[config.mk]
export PLATFORM = sky130hd
export DESIGN_NAME = nn_vec_sender
export DESIGN_NICKNAME = d
export VERILOG_FILES = /design/src/rtl/nn_pkg.sv /design/src/rtl/nn_dp_mem.sv /design/src/rtl/nn_vec_sender.sv
export SDC_FILE = /design/constraint.sdc
export NUM_CORES = 1
export LEC_CHECK = 0
export CORE_MARGIN = 2
export CORE_UTILIZATION = 25
export CTS_CLUSTER_SIZE = 40
export DETAILED_ROUTE_END_ITERATION = 8
export GPL_TIMING_DRIVEN = 0
export MAX_ROUTING_LAYER = met4
export PLACE_DENSITY = 0.37
export RECOVER_POWER = 100
export SLEW_MARGIN = 20
export SYNTH_ARGS = -nofsm -noshare
export SYNTH_HDL_FRONTEND = slang
export SYNTH_SLANG_ARGS = --single-unit
[constraint.sdc]
create_clock -name clk -period 5.2 [get_ports clk]
set_clock_uncertainty 0.05 [all_clocks]
set_input_delay 0.78 -clock clk [delete_from_list [all_inputs] [get_ports clk]]
set_output_delay 0.78 -clock clk [all_outputs]
set_load 0.02 [all_outputs]
[src/rtl/nn_pkg.sv]
// Shared NN stream definitions: transmitter states, default sizes and a
// width helper used by the sender and the layer blocks.
package nn_pkg;

   localparam int NN_N     = 8;
   localparam int NN_T     = 16;
   localparam int NN_DEPTH = 4;

   typedef enum logic [1:0] {
      IDLE  = 2'd0,
      FETCH = 2'd1,
      SEND  = 2'd2
   } tx_state_t;

   // Bits needed to encode 0..value-1, never less than one bit.
   function automatic int clog2_w(input int value);
      return (value < 2) ? 1 : $clog2(value);
   endfunction

endpackage

[src/rtl/nn_dp_mem.sv]
// Simple dual-port word store: one write port and one registered read port.
// No reset on the array so it maps onto block RAM.
module nn_dp_mem
   import nn_pkg::*;
#(
   parameter int WIDTH = 16,
   parameter int SIZE  = 32,
   localparam int AW   = clog2_w(SIZE)
) (
   input  logic             clk,
   input  logic             we,
   input  logic [AW-1:0]    waddr,
   input  logic [WIDTH-1:0] wdata,
   input  logic             re,
   input  logic [AW-1:0]    raddr,
   output logic [WIDTH-1:0] rdata
);

   logic [WIDTH-1:0] mem_q [SIZE];
   logic [WIDTH-1:0] rdata_q;

   // Write port.
   always_ff @(posedge clk) begin
      if (we) begin
         mem_q[waddr] <= wdata;
      end
   end

   // Registered read port; output holds until the next read.
   always_ff @(posedge clk) begin
      if (re) begin
         rdata_q <= mem_q[raddr];
      end
   end

   assign rdata = rdata_q;

endmodule

[src/rtl/nn_vec_sender.sv]
// nn_vec_sender: collects host words into N-word vectors and streams only
// fully written vectors to a layer input at up to one word per cycle.
module nn_vec_sender
   import nn_pkg::*;
#(
   parameter int N     = NN_N,
   parameter int T     = NN_T,
   parameter int DEPTH = NN_DEPTH,
   localparam int SIZE = N * DEPTH,
   localparam int AW   = clog2_w(SIZE),
   localparam int UW   = clog2_w(SIZE + 1),
   localparam int VW   = clog2_w(DEPTH + 1),
   localparam int CW   = clog2_w(N)
) (
   input  logic          clk,
   input  logic          reset,
   input  logic          flush,
   input  logic          wr_valid,
   output logic          wr_ready,
   input  logic [T-1:0]  wr_data,
   output logic          m_valid,
   input  logic          m_ready,
   output logic [T-1:0]  data_out,
   output logic          m_last,
   output logic [VW-1:0] vec_avail
);

   // clear request: reset (active low) or flush, both act at the clock edge
   logic          clr;

   // write side
   logic          en_q;
   logic [AW-1:0] wptr_q, wptr_d;
   logic [CW-1:0] wcnt_q, wcnt_d;
   logic [UW-1:0] words_used_q, words_used_d;
   logic          wr_fire;
   logic          commit;

   // read issue side
   logic [AW-1:0] rptr_q, rptr_d;
   logic [CW-1:0] rd_idx_q, rd_idx_d;
   logic [UW-1:0] rd_left_q, rd_left_d;
   logic          rd_issue;
   logic          rvld_q, rvld_d;
   logic          rlast_q, rlast_d;
   logic [T-1:0]  rd_data;

   // output register and skid
   logic          m_valid_q, m_valid_d;
   logic [T-1:0]  data_out_q, data_out_d;
   logic          m_last_q, m_last_d;
   logic          skid_vld_q, skid_vld_d;
   logic [T-1:0]  skid_data_q, skid_data_d;
   logic          skid_last_q, skid_last_d;
   logic          out_fire;
   logic          last_fire;

   // vector bookkeeping and transmit FSM
   logic [VW-1:0] vec_avail_q, vec_avail_d;
   tx_state_t     state_q, state_d;

   assign clr       = !reset || flush;
   assign wr_ready  = en_q && (words_used_q < UW'(SIZE));
   assign wr_fire   = wr_valid && wr_ready && !clr;
   assign commit    = wr_fire && (wcnt_q == CW'(N - 1));
   assign out_fire  = m_valid_q && m_ready;
   assign last_fire = out_fire && m_last_q;

   assign m_valid   = m_valid_q;
   assign data_out  = data_out_q;
   assign m_last    = m_last_q;
   assign vec_avail = vec_avail_q;

   nn_dp_mem #(
      .WIDTH (T),
      .SIZE  (SIZE)
   ) u_mem (
      .clk   (clk),
      .we    (wr_fire),
      .waddr (wptr_q),
      .wdata (wr_data),
      .re    (rd_issue),
      .raddr (rptr_q),
      .rdata (rd_data)
   );

   // Write pointer wraps at SIZE-1; word counter marks the vector boundary.
   always_comb begin
      wptr_d = wptr_q;
      wcnt_d = wcnt_q;
      if (wr_fire) begin
         wptr_d = (wptr_q == AW'(SIZE - 1)) ? '0 : wptr_q + AW'(1);
         wcnt_d = (wcnt_q == CW'(N - 1)) ? '0 : wcnt_q + CW'(1);
      end
   end

   // Occupancy: a slot is taken on write and freed at the edge its word leaves.
   always_comb begin
      words_used_d = words_used_q;
      if (wr_fire && !out_fire) begin
         words_used_d = words_used_q + UW'(1);
      end else if (!wr_fire && out_fire) begin
         words_used_d = words_used_q - UW'(1);
      end
   end

   // Output stage: the presented word moves on only after a transfer, refilled
   // from the skid first, then from the word arriving out of the memory.
   always_comb begin
      m_valid_d   = m_valid_q;
      data_out_d  = data_out_q;
      m_last_d    = m_last_q;
      skid_vld_d  = skid_vld_q;
      skid_data_d = skid_data_q;
      skid_last_d = skid_last_q;
      if (!m_valid_q || out_fire) begin
         if (skid_vld_q) begin
            m_valid_d   = 1'b1;
            data_out_d  = skid_data_q;
            m_last_d    = skid_last_q;
            skid_vld_d  = rvld_q;
            skid_data_d = rd_data;
            skid_last_d = rlast_q;
         end else if (rvld_q) begin
            m_valid_d  = 1'b1;
            data_out_d = rd_data;
            m_last_d   = rlast_q;
         end else begin
            m_valid_d = 1'b0;
            m_last_d  = 1'b0;
         end
      end else if (rvld_q) begin
         skid_vld_d  = 1'b1;
         skid_data_d = rd_data;
         skid_last_d = rlast_q;
      end
   end

   // Prefetch: read the next committed word whenever the output stage and skid
   // will still have a free place for it when it returns from the memory.
   always_comb begin
      rd_issue = (rd_left_q != '0) && !(m_valid_d && skid_vld_d);
      rptr_d   = rptr_q;
      rd_idx_d = rd_idx_q;
      rvld_d   = rd_issue;
      rlast_d  = rd_issue && (rd_idx_q == CW'(N - 1));
      if (rd_issue) begin
         rptr_d   = (rptr_q == AW'(SIZE - 1)) ? '0 : rptr_q + AW'(1);
         rd_idx_d = (rd_idx_q == CW'(N - 1)) ? '0 : rd_idx_q + CW'(1);
      end
   end

   // Committed-but-unread words and committed-but-unsent vectors.
   always_comb begin
      rd_left_d = rd_left_q + (commit ? UW'(N) : UW'(0)) - (rd_issue ? UW'(1) : UW'(0));
      vec_avail_d = vec_avail_q;
      if (commit && !last_fire) begin
         vec_avail_d = vec_avail_q + VW'(1);
      end else if (!commit && last_fire) begin
         vec_avail_d = vec_avail_q - VW'(1);
      end
   end

   // Vector-level phase: wait for a vector, wait for its first read, then send
   // until no committed vector remains after a final word.
   always_comb begin
      state_d = state_q;
      case (state_q)
         IDLE:    if (vec_avail_q != '0) state_d = FETCH;
         FETCH:   state_d = SEND;
         SEND:    if (last_fire && (vec_avail_d == '0)) state_d = IDLE;
         default: state_d = IDLE;
      endcase
   end

   // Transmit FSM state register.
   always_ff @(posedge clk) begin
      if (clr) begin
         state_q <= IDLE;
      end else begin
         state_q <= state_d;
      end
   end

   // Pointers, counters, output register and skid; flush clears like reset.
   always_ff @(posedge clk) begin
      if (clr) begin
         en_q         <= 1'b0;
         wptr_q       <= '0;
         wcnt_q       <= '0;
         words_used_q <= '0;
         rptr_q       <= '0;
         rd_idx_q     <= '0;
         rd_left_q    <= '0;
         rvld_q       <= 1'b0;
         rlast_q      <= 1'b0;
         m_valid_q    <= 1'b0;
         data_out_q   <= '0;
         m_last_q     <= 1'b0;
         skid_vld_q   <= 1'b0;
         skid_data_q  <= '0;
         skid_last_q  <= 1'b0;
         vec_avail_q  <= '0;
      end else begin
         en_q         <= 1'b1;
         wptr_q       <= wptr_d;
         wcnt_q       <= wcnt_d;
         words_used_q <= words_used_d;
         rptr_q       <= rptr_d;
         rd_idx_q     <= rd_idx_d;
         rd_left_q    <= rd_left_d;
         rvld_q       <= rvld_d;
         rlast_q      <= rlast_d;
         m_valid_q    <= m_valid_d;
         data_out_q   <= data_out_d;
         m_last_q     <= m_last_d;
         skid_vld_q   <= skid_vld_d;
         skid_data_q  <= skid_data_d;
         skid_last_q  <= skid_last_d;
         vec_avail_q  <= vec_avail_d;
      end
   end

   // Structural invariants of the buffer and output pipeline.
   a_skid_behind_out : assert property (@(posedge clk) disable iff (!reset)
      skid_vld_q |-> m_valid_q);
   a_used_bound : assert property (@(posedge clk) disable iff (!reset)
      words_used_q <= UW'(SIZE));
   a_vec_bound : assert property (@(posedge clk) disable iff (!reset)
      vec_avail_q <= VW'(DEPTH));

endmodule

==> out/metrics.cfg <==
[clock_tree]
cts-root-buf = clkbuf_16
path_clk_slew_ps = 60
cts.path.max_buffers = 3
insertion_delay_ps = 600
cts_tree = done
cts_resized = 0
cts_buffers = 70
cts.sink_count = 598
cts_setup_buffers = 0
cts_hold_buf = 0
cts_htree_levels = 3

[logic_synthesis]
async_flop_share_pct = 0
synth_most_common_cell = edfxtp_1
seq_area_frac_synth_pct = 74.1
synthDistinctLibCells = 47
yosys_warnings = 0
synth_edf_count = 528
yosys.area.top_type_share_pct = 68.1
synthTopCellsByCount = edfxtp_1, mux2i_1, mux4_2
ys_ff_latch = 598
syn_inst = 1260
ys_top_cells_by_area = edfxtp_1, mux4_2, dfxtp_1, mux2i_1, a22oi_1
synth_fp_nets = 1309
synthFlopType = edfxtp_1
syn_area_per_cell_um2 = 18.5
syn_area_mm2 = 0.0233
synth_area_leader_cell = edfxtp_1

[detailed_routing]
vias = 12000
drcViolationCount = 0
wl_per_cell_um = 23.7
dr.pass1.iters = 7
via_per_inst = 4.44
drtIter0Drc = 934
wl_um = 64100
postRouteAntennaNets = 0

[floorplan]
die_h_um = 309
die_x_um = 309
rows = 111
start_util_pct = 25.3
pin_count = 43
placeableCoreArea_mm2 = 0.0919
dieArea_mm2 = 0.0957

[placement]
portBuffers = 42
dpl_worst_slack_ps = 985
place.gp.congestion = 0.783
dpl.hpwl_um = 43300
placed_cells = 2579

[global_route]
grt_overflow_total = 0
grtUsageTotal_pct = 14.0
grt_pass1_wl_um = 92000
grt_pass1_vias = 12300
grt_max_degree = 33
antenna_found_initial = 1

[power_and_ir_drop]
combPwrFrac_pct = 14.0
irDropWorstVdd_mv = 0.205
p_per_area_mw_per_mm2 = 431
p_int_uw = 8840
power.switching_uw = 2990
p_clk_share_pct = 39.8
swShare_pct = 25.3
p_leak_uw = 0.00854
p_seq_share_pct = 46.2

[critical_path]
cp_cell_sequence = dlygate4sd3_1 > nand2b_1 > nor2_1 > nand2_1 > nor3_1 > clkbuf_1 > clkbuf_1
critPathBufInv = 3
slowest_stage = nor3_1
cp_max_fo = 8
critPathMaxStageDelay_ps = 910
critPathTopFamily = simple AND/OR/NAND/NOR gates
arrival_ps = 4210
worstSetupEndpointType = register
worstPathRequired_ps = 5390
crit_path_start_kind = primary input
criticalPathCategory = in2reg
crit_top_cell = clkbuf_1

[sta]
relSlewSlack_pct = -34.3
min_period_over_period_pct = 77.4
fmax_ghz = 0.248
drv_slew = 564
period_needed_ps = 4030
finalHoldViolCount = 0
fin_ws_ps = 1170
fin_tns_setup_ps = 0
rsz0062_at_grt = no
worst_pin_slew_ps = 2010
finalSetupViolations = 0

[finish]
fillers = 9151
area_growth_pct = 17.8
final_net_count = 1457
drive_gt1_share_pct = 14.5
fin_cells = 2704

[outcome]
outcome = complete, but fails checks
violations = max-capacitance violations, max-slew violations

[run]
cap_violations = 20

[hold_path]
min_path_type = reg2reg

==> power groups by stage <==
stage / combinational, uW / clock [uW] / sequential, uW
after global routing: 1840 / 5040 / 5480
after CTS: 1730 / 4850 / 5460
after floorplan: 1110 / 0 / 5550
after global placement: 1720 / 0 / 5570
final: 1660 / 4710 / 5460
after detailed placement: 1720 / 0 / 5560
==> final timing paths <==
| kind | startpoint | end | slack [ps] | cells past startpoint |
|---|---|---|---|---|
| setup / recovery | flush | u_mem.mem_q[13][2] | 1170 | 7 |
| hold / removal | wcnt_q[2] | wcnt_q[2] | 420 | 2 |
| setup reg to reg | rptr_q[1] | u_mem.rdata[8] | 1270 | 6 |
| hold reg to reg | wcnt_q[2] | wcnt_q[2] | 420 | 2 |
==> logic make-up (layout without fill, tap and decap cells) <==
kind of cell	count (synthesis)	after routing	synth area share (%)
buffers and inverters	91	289	1.94
xor gates and xnor gates	7	7	0.263
AOI/OAI and AO/OA	179	179	5.21
DFF	598	598	74.1
and+or+nand+nor	161	161	3.28
muxes	196	196	13.6
other	0	3	0
adders and majority gates	28	28	1.60
==> state kept, by name, summed over array words and instances (netlist names) <==
register      count
u_mem.rdata      16
wptr_q            5
rd_idx_q          3
skid_vld_q        1
rlast_q           1
rptr_q            5
m_last            1
words_used_q      6
vec_avail         3
skid_last_q       1
rvld_q            1
skid_data_q      16
rd_left_q         6
wcnt_q            3
u_mem.mem_q     512
m_valid           1
data_out         16
en_q              1
==> final cells by class <==
class,count,area (um2),area share (%)
repair buffers,76,449,1.64
clock buffers,89,1900,6.91
flip-flops and latches,598,17300,62.9
plain buffers,73,370,1.35
diodes,3,7.51,0.0273
inverters,18,67.6,0.246
clock inverters,33,269,0.980
well taps,1243,1560,5.67
multi-input cells,571,5580,20.3
==> metrics by stage <==
stage / power (uW) / utilization [%] / instance area [um2] / hold WS, ps
floorplan: 6670 / - / 23300 / 388
global placement: 7290 / 27.5 / 25300 / 405
detailed placement: 7290 / 28.0 / 25700 / 404
CTS: 12000 / 30.4 / 27900 / 413
global route: 12400 / 29.8 / 27400 / 434
finish: 11800 / 29.9 / 27500 / 415
==> worst reg2reg max path: cells and delay by family (launching register included) <==
| family | cells | cell delay (ps) |
|---|---|---|
| flip-flops | 1 | 350 |
| multiplexers | 1 | 420 |
| buffers and inverters | 3 | 1940 |
| AO/OA/AOI/OAI | 2 | 840 |
==> placed cells by master (no fill, tap or decap), types with 4 or more instances in the layout <==
cell type        n
clkinv_2         4
edfxtp_1       528
o221ai_1        16
inv_1           18
nand3b_1         4
ha_1            25
xor2_1           5
dlygate4sd3_1   25
dfxtp_1         70
buf_6            7
o21ai_0         14
bufinv_16        4
mux2i_1        100
a21oi_1         37
o22ai_1         16
clkinv_1        20
o31ai_1          5
clkbuf_16       73
or4_1            6
clkbuf_1       110
a22oi_1         48
nand2_1         21
nand3_1         11
nor3_1           8
a211oi_1        35
buf_4            9
nor2b_1          6
mux4_2          96
nor2_1          80
buf_2            9
==> metal layers <==
metal | track usage [%] | wire, um | share of wire [%]
met1 | 19.5 | 30900 | 48
met2 | 20.8 | 29000 | 45
met3 | 2.55 | 2600 | 4.0
met4 | 3.84 | 1670 | 2.6
met5 | - | 0 | 0
Power figures use the tool's default switching activity.
==> variant: new RTL, config.mk and constraints unchanged <==
`NN_N`: 8 -> 16.
--- a/src/rtl/nn_pkg.sv
+++ b/src/rtl/nn_pkg.sv
@@ -4,3 +4,3 @@
 
-   localparam int NN_N     = 8;
+   localparam int NN_N     = 16;
    localparam int NN_T     = 16;
Function: changed (a bounded check fails within 10 cycles, from zero or initial values).
==> variant against the unedited design <==
  * The flow still finishes with violations (max-capacitance violations, max-slew violations)
  * Cell area grew 84%
  * Routed wire length rose by 98%
  * Clock power rose by 88%
  * Via count up 83%
  * Sequential cell count grew 518
  * Combinational power up 92%
  * Total power up 87%
  * Synthesized area is 85% higher
  * Worst setup slack got worse by 610 ps
  * Critical path type unchanged
==> variant: results (changes against the unedited design) <==
OUTCOME
-----------------------------------------------------------------------
Result of the run                                          complete, but fails checks   unchanged
Failing checks                                             max-capacitance violations, max-slew violations   unchanged

YOSYS
-----------------------------------------------------------------------
Synth unique cells                                                   53   was 47
Leading post-synthesis cells by cell area                  edfxtp_1, mux4_2, dfxtp_1, mux2i_1, nor2_1   was edfxtp_1, mux4_2, dfxtp_1, mux2i_1, a22oi_1
Cell types with the highest counts after synthesis         edfxtp_1, mux4_2, nor2_1, mux2i_1, dfxtp_1   was edfxtp_1, mux2i_1, mux4_2, nor2_1, dfxtp_1
EDFF count, synth                                                 1,040   was 528
Synthesized instance count                                        2,100   was 1,260
Xor/xnor share of the synthesized area                          0.00428   was 0.00263
Adder and majority cell fraction of the synthesized area        0.00750   was 0.0160
Share of the yosys chip area belonging to registers               0.761   was 0.741
Multiplexer area fraction after synthesis                         0.142   was 0.136

PWR
-----------------------------------------------------------------------
Switching power summed over all nets                            5.63 mW   was 2.99 mW
Static Leakage                                                  15.5 nW   was 8.54 nW

PLACEMENT
-----------------------------------------------------------------------
Gp weighted congestion                                            0.827   was 0.783
Worst slack at placement                                         422 ps   was 985 ps
Post-DP HPWL                                                    87.1 mm   was 43.3 mm

CRITICAL PATH
-----------------------------------------------------------------------
CP Max Fanout                                                        16   was 8
WP data arrival                                                 4920 ps   was 4210 ps
Critical-path top delay cell                                     nor2_1   was nor3_1
Register-to-Register Setup Slack                                 660 ps   was 1270 ps
Slowest stage delay, CP                                         1690 ps   was 910 ps

JOB
-----------------------------------------------------------------------
Max-cap check violation count                                        29   was 20

GLOBAL ROUTE
-----------------------------------------------------------------------
Number of global-route vias before repair                        22,700   was 12,300
Initial antenna violation count                                       9   was 1
Global-route track usage on met3                                 0.0265   was 0.0255
Pin count of the biggest net entering global routing                 65   was 33
Grt met2 use                                                      0.235   was 0.208

CLOCKING
-----------------------------------------------------------------------
H-tree depth                                                          4   was 3
CTS buffer count                                                    130   was 70

TIMING
-----------------------------------------------------------------------
Max Freq                                                      0.216 GHz   was 0.248 GHz
WHS                                                              446 ps   was 415 ps
Fin. max-slew vios                                                1,030   was 564

LAYOUT
-----------------------------------------------------------------------
NumNets Final                                                     2,394   was 1,457
Largest register FFs                                              1,024   was 512

==> variant: cell count changes in the layout (fill, tap and decap cells not counted), moves of 11 or more <==
| cell | change |
|---|---|
| a21oi_1 | -21 |
| clkinv_2 | +21 |
| o221ai_1 | +14 |
| mux4_2 | +130 |
| a22oi_1 | -28 |
| a22o_1 | +46 |
| nor2_1 | +52 |
| edfxtp_1 | +512 |
| clkbuf_16 | +59 |
| clkbuf_1 | +56 |
| a211oi_1 | +11 |
| buf_2 | +26 |
| a221oi_1 | +31 |
| a211o_1 | +17 |
==> variant: final timing paths <==
kind,to,start,cells past startpoint
worst max-delay path,u_mem.mem_q[61][7],flush,5
worst min-delay path,words_used_q[6],words_used_q[6],2
worst min register to register,words_used_q[6],words_used_q[6],2
worst max register to register,u_mem.rdata[7],rptr_q[2],7
==> variant: cell families after synthesis <==
group | count (synthesis)
adders and majority gates | 24
buffers and inverters | 139
xor gates and xnor gates | 21
DFF | 1116
and+or+nand+nor | 227
AOI/OAI and AO/OA | 245
muxes | 328
==> variant: routing by layer <==
metal  vias to the layer above  part of all wire  wire length [um]
li1                       9279                 -                 -
met1                     11900              0.45             57400
met2                       546              0.48             60700
met3                       192             0.045              5780
met4                         0             0.027              3410
met5                         -                 0                 0
==> variant: worst min-delay path, delay by kind of cell, from the launching register on <==
| family | cells | cell delay, ps |
|---|---|---|
| DFF | 1 | 330 |
| and+or+nand+nor | 1 | 60 |
| AOI/OAI and AO/OA | 1 | 60 |
==> variant: per-stage QoR <==
step	TNS [ps]	cell area, sq um
3_3_place_gp	-1530	46300
3_5_place_dp	0	47500
5_1_grt	0	50600
6_report	0	50600
4_1_cts	0	51600
2_1_floorplan	0	43000
==> variant: power by group through the flow <==
stage / clock network [mW] / logic, mW / registers [mW]
after detailed placement: 0 / 3.30 / 10.3
after CTS: 9.11 / 3.31 / 10.1
final: 8.85 / 3.18 / 10.1
after global routing: 9.42 / 3.42 / 10.1
after global placement: 0 / 3.25 / 10.3
after floorplan: 0 / 2.00 / 10.2
==> variant: area by class of cell <==
cell class              count  area (sq um)
repair buffers            117           622
plain buffers             123           633
clock buffers             160          3420
inverters                  16          60.1
flip-flops and latches   1116         32800
diodes                      6          15.0
well taps                2310          2890
multi-input cells         845          9570
clock inverters            70           671
fillers                 16800        121000
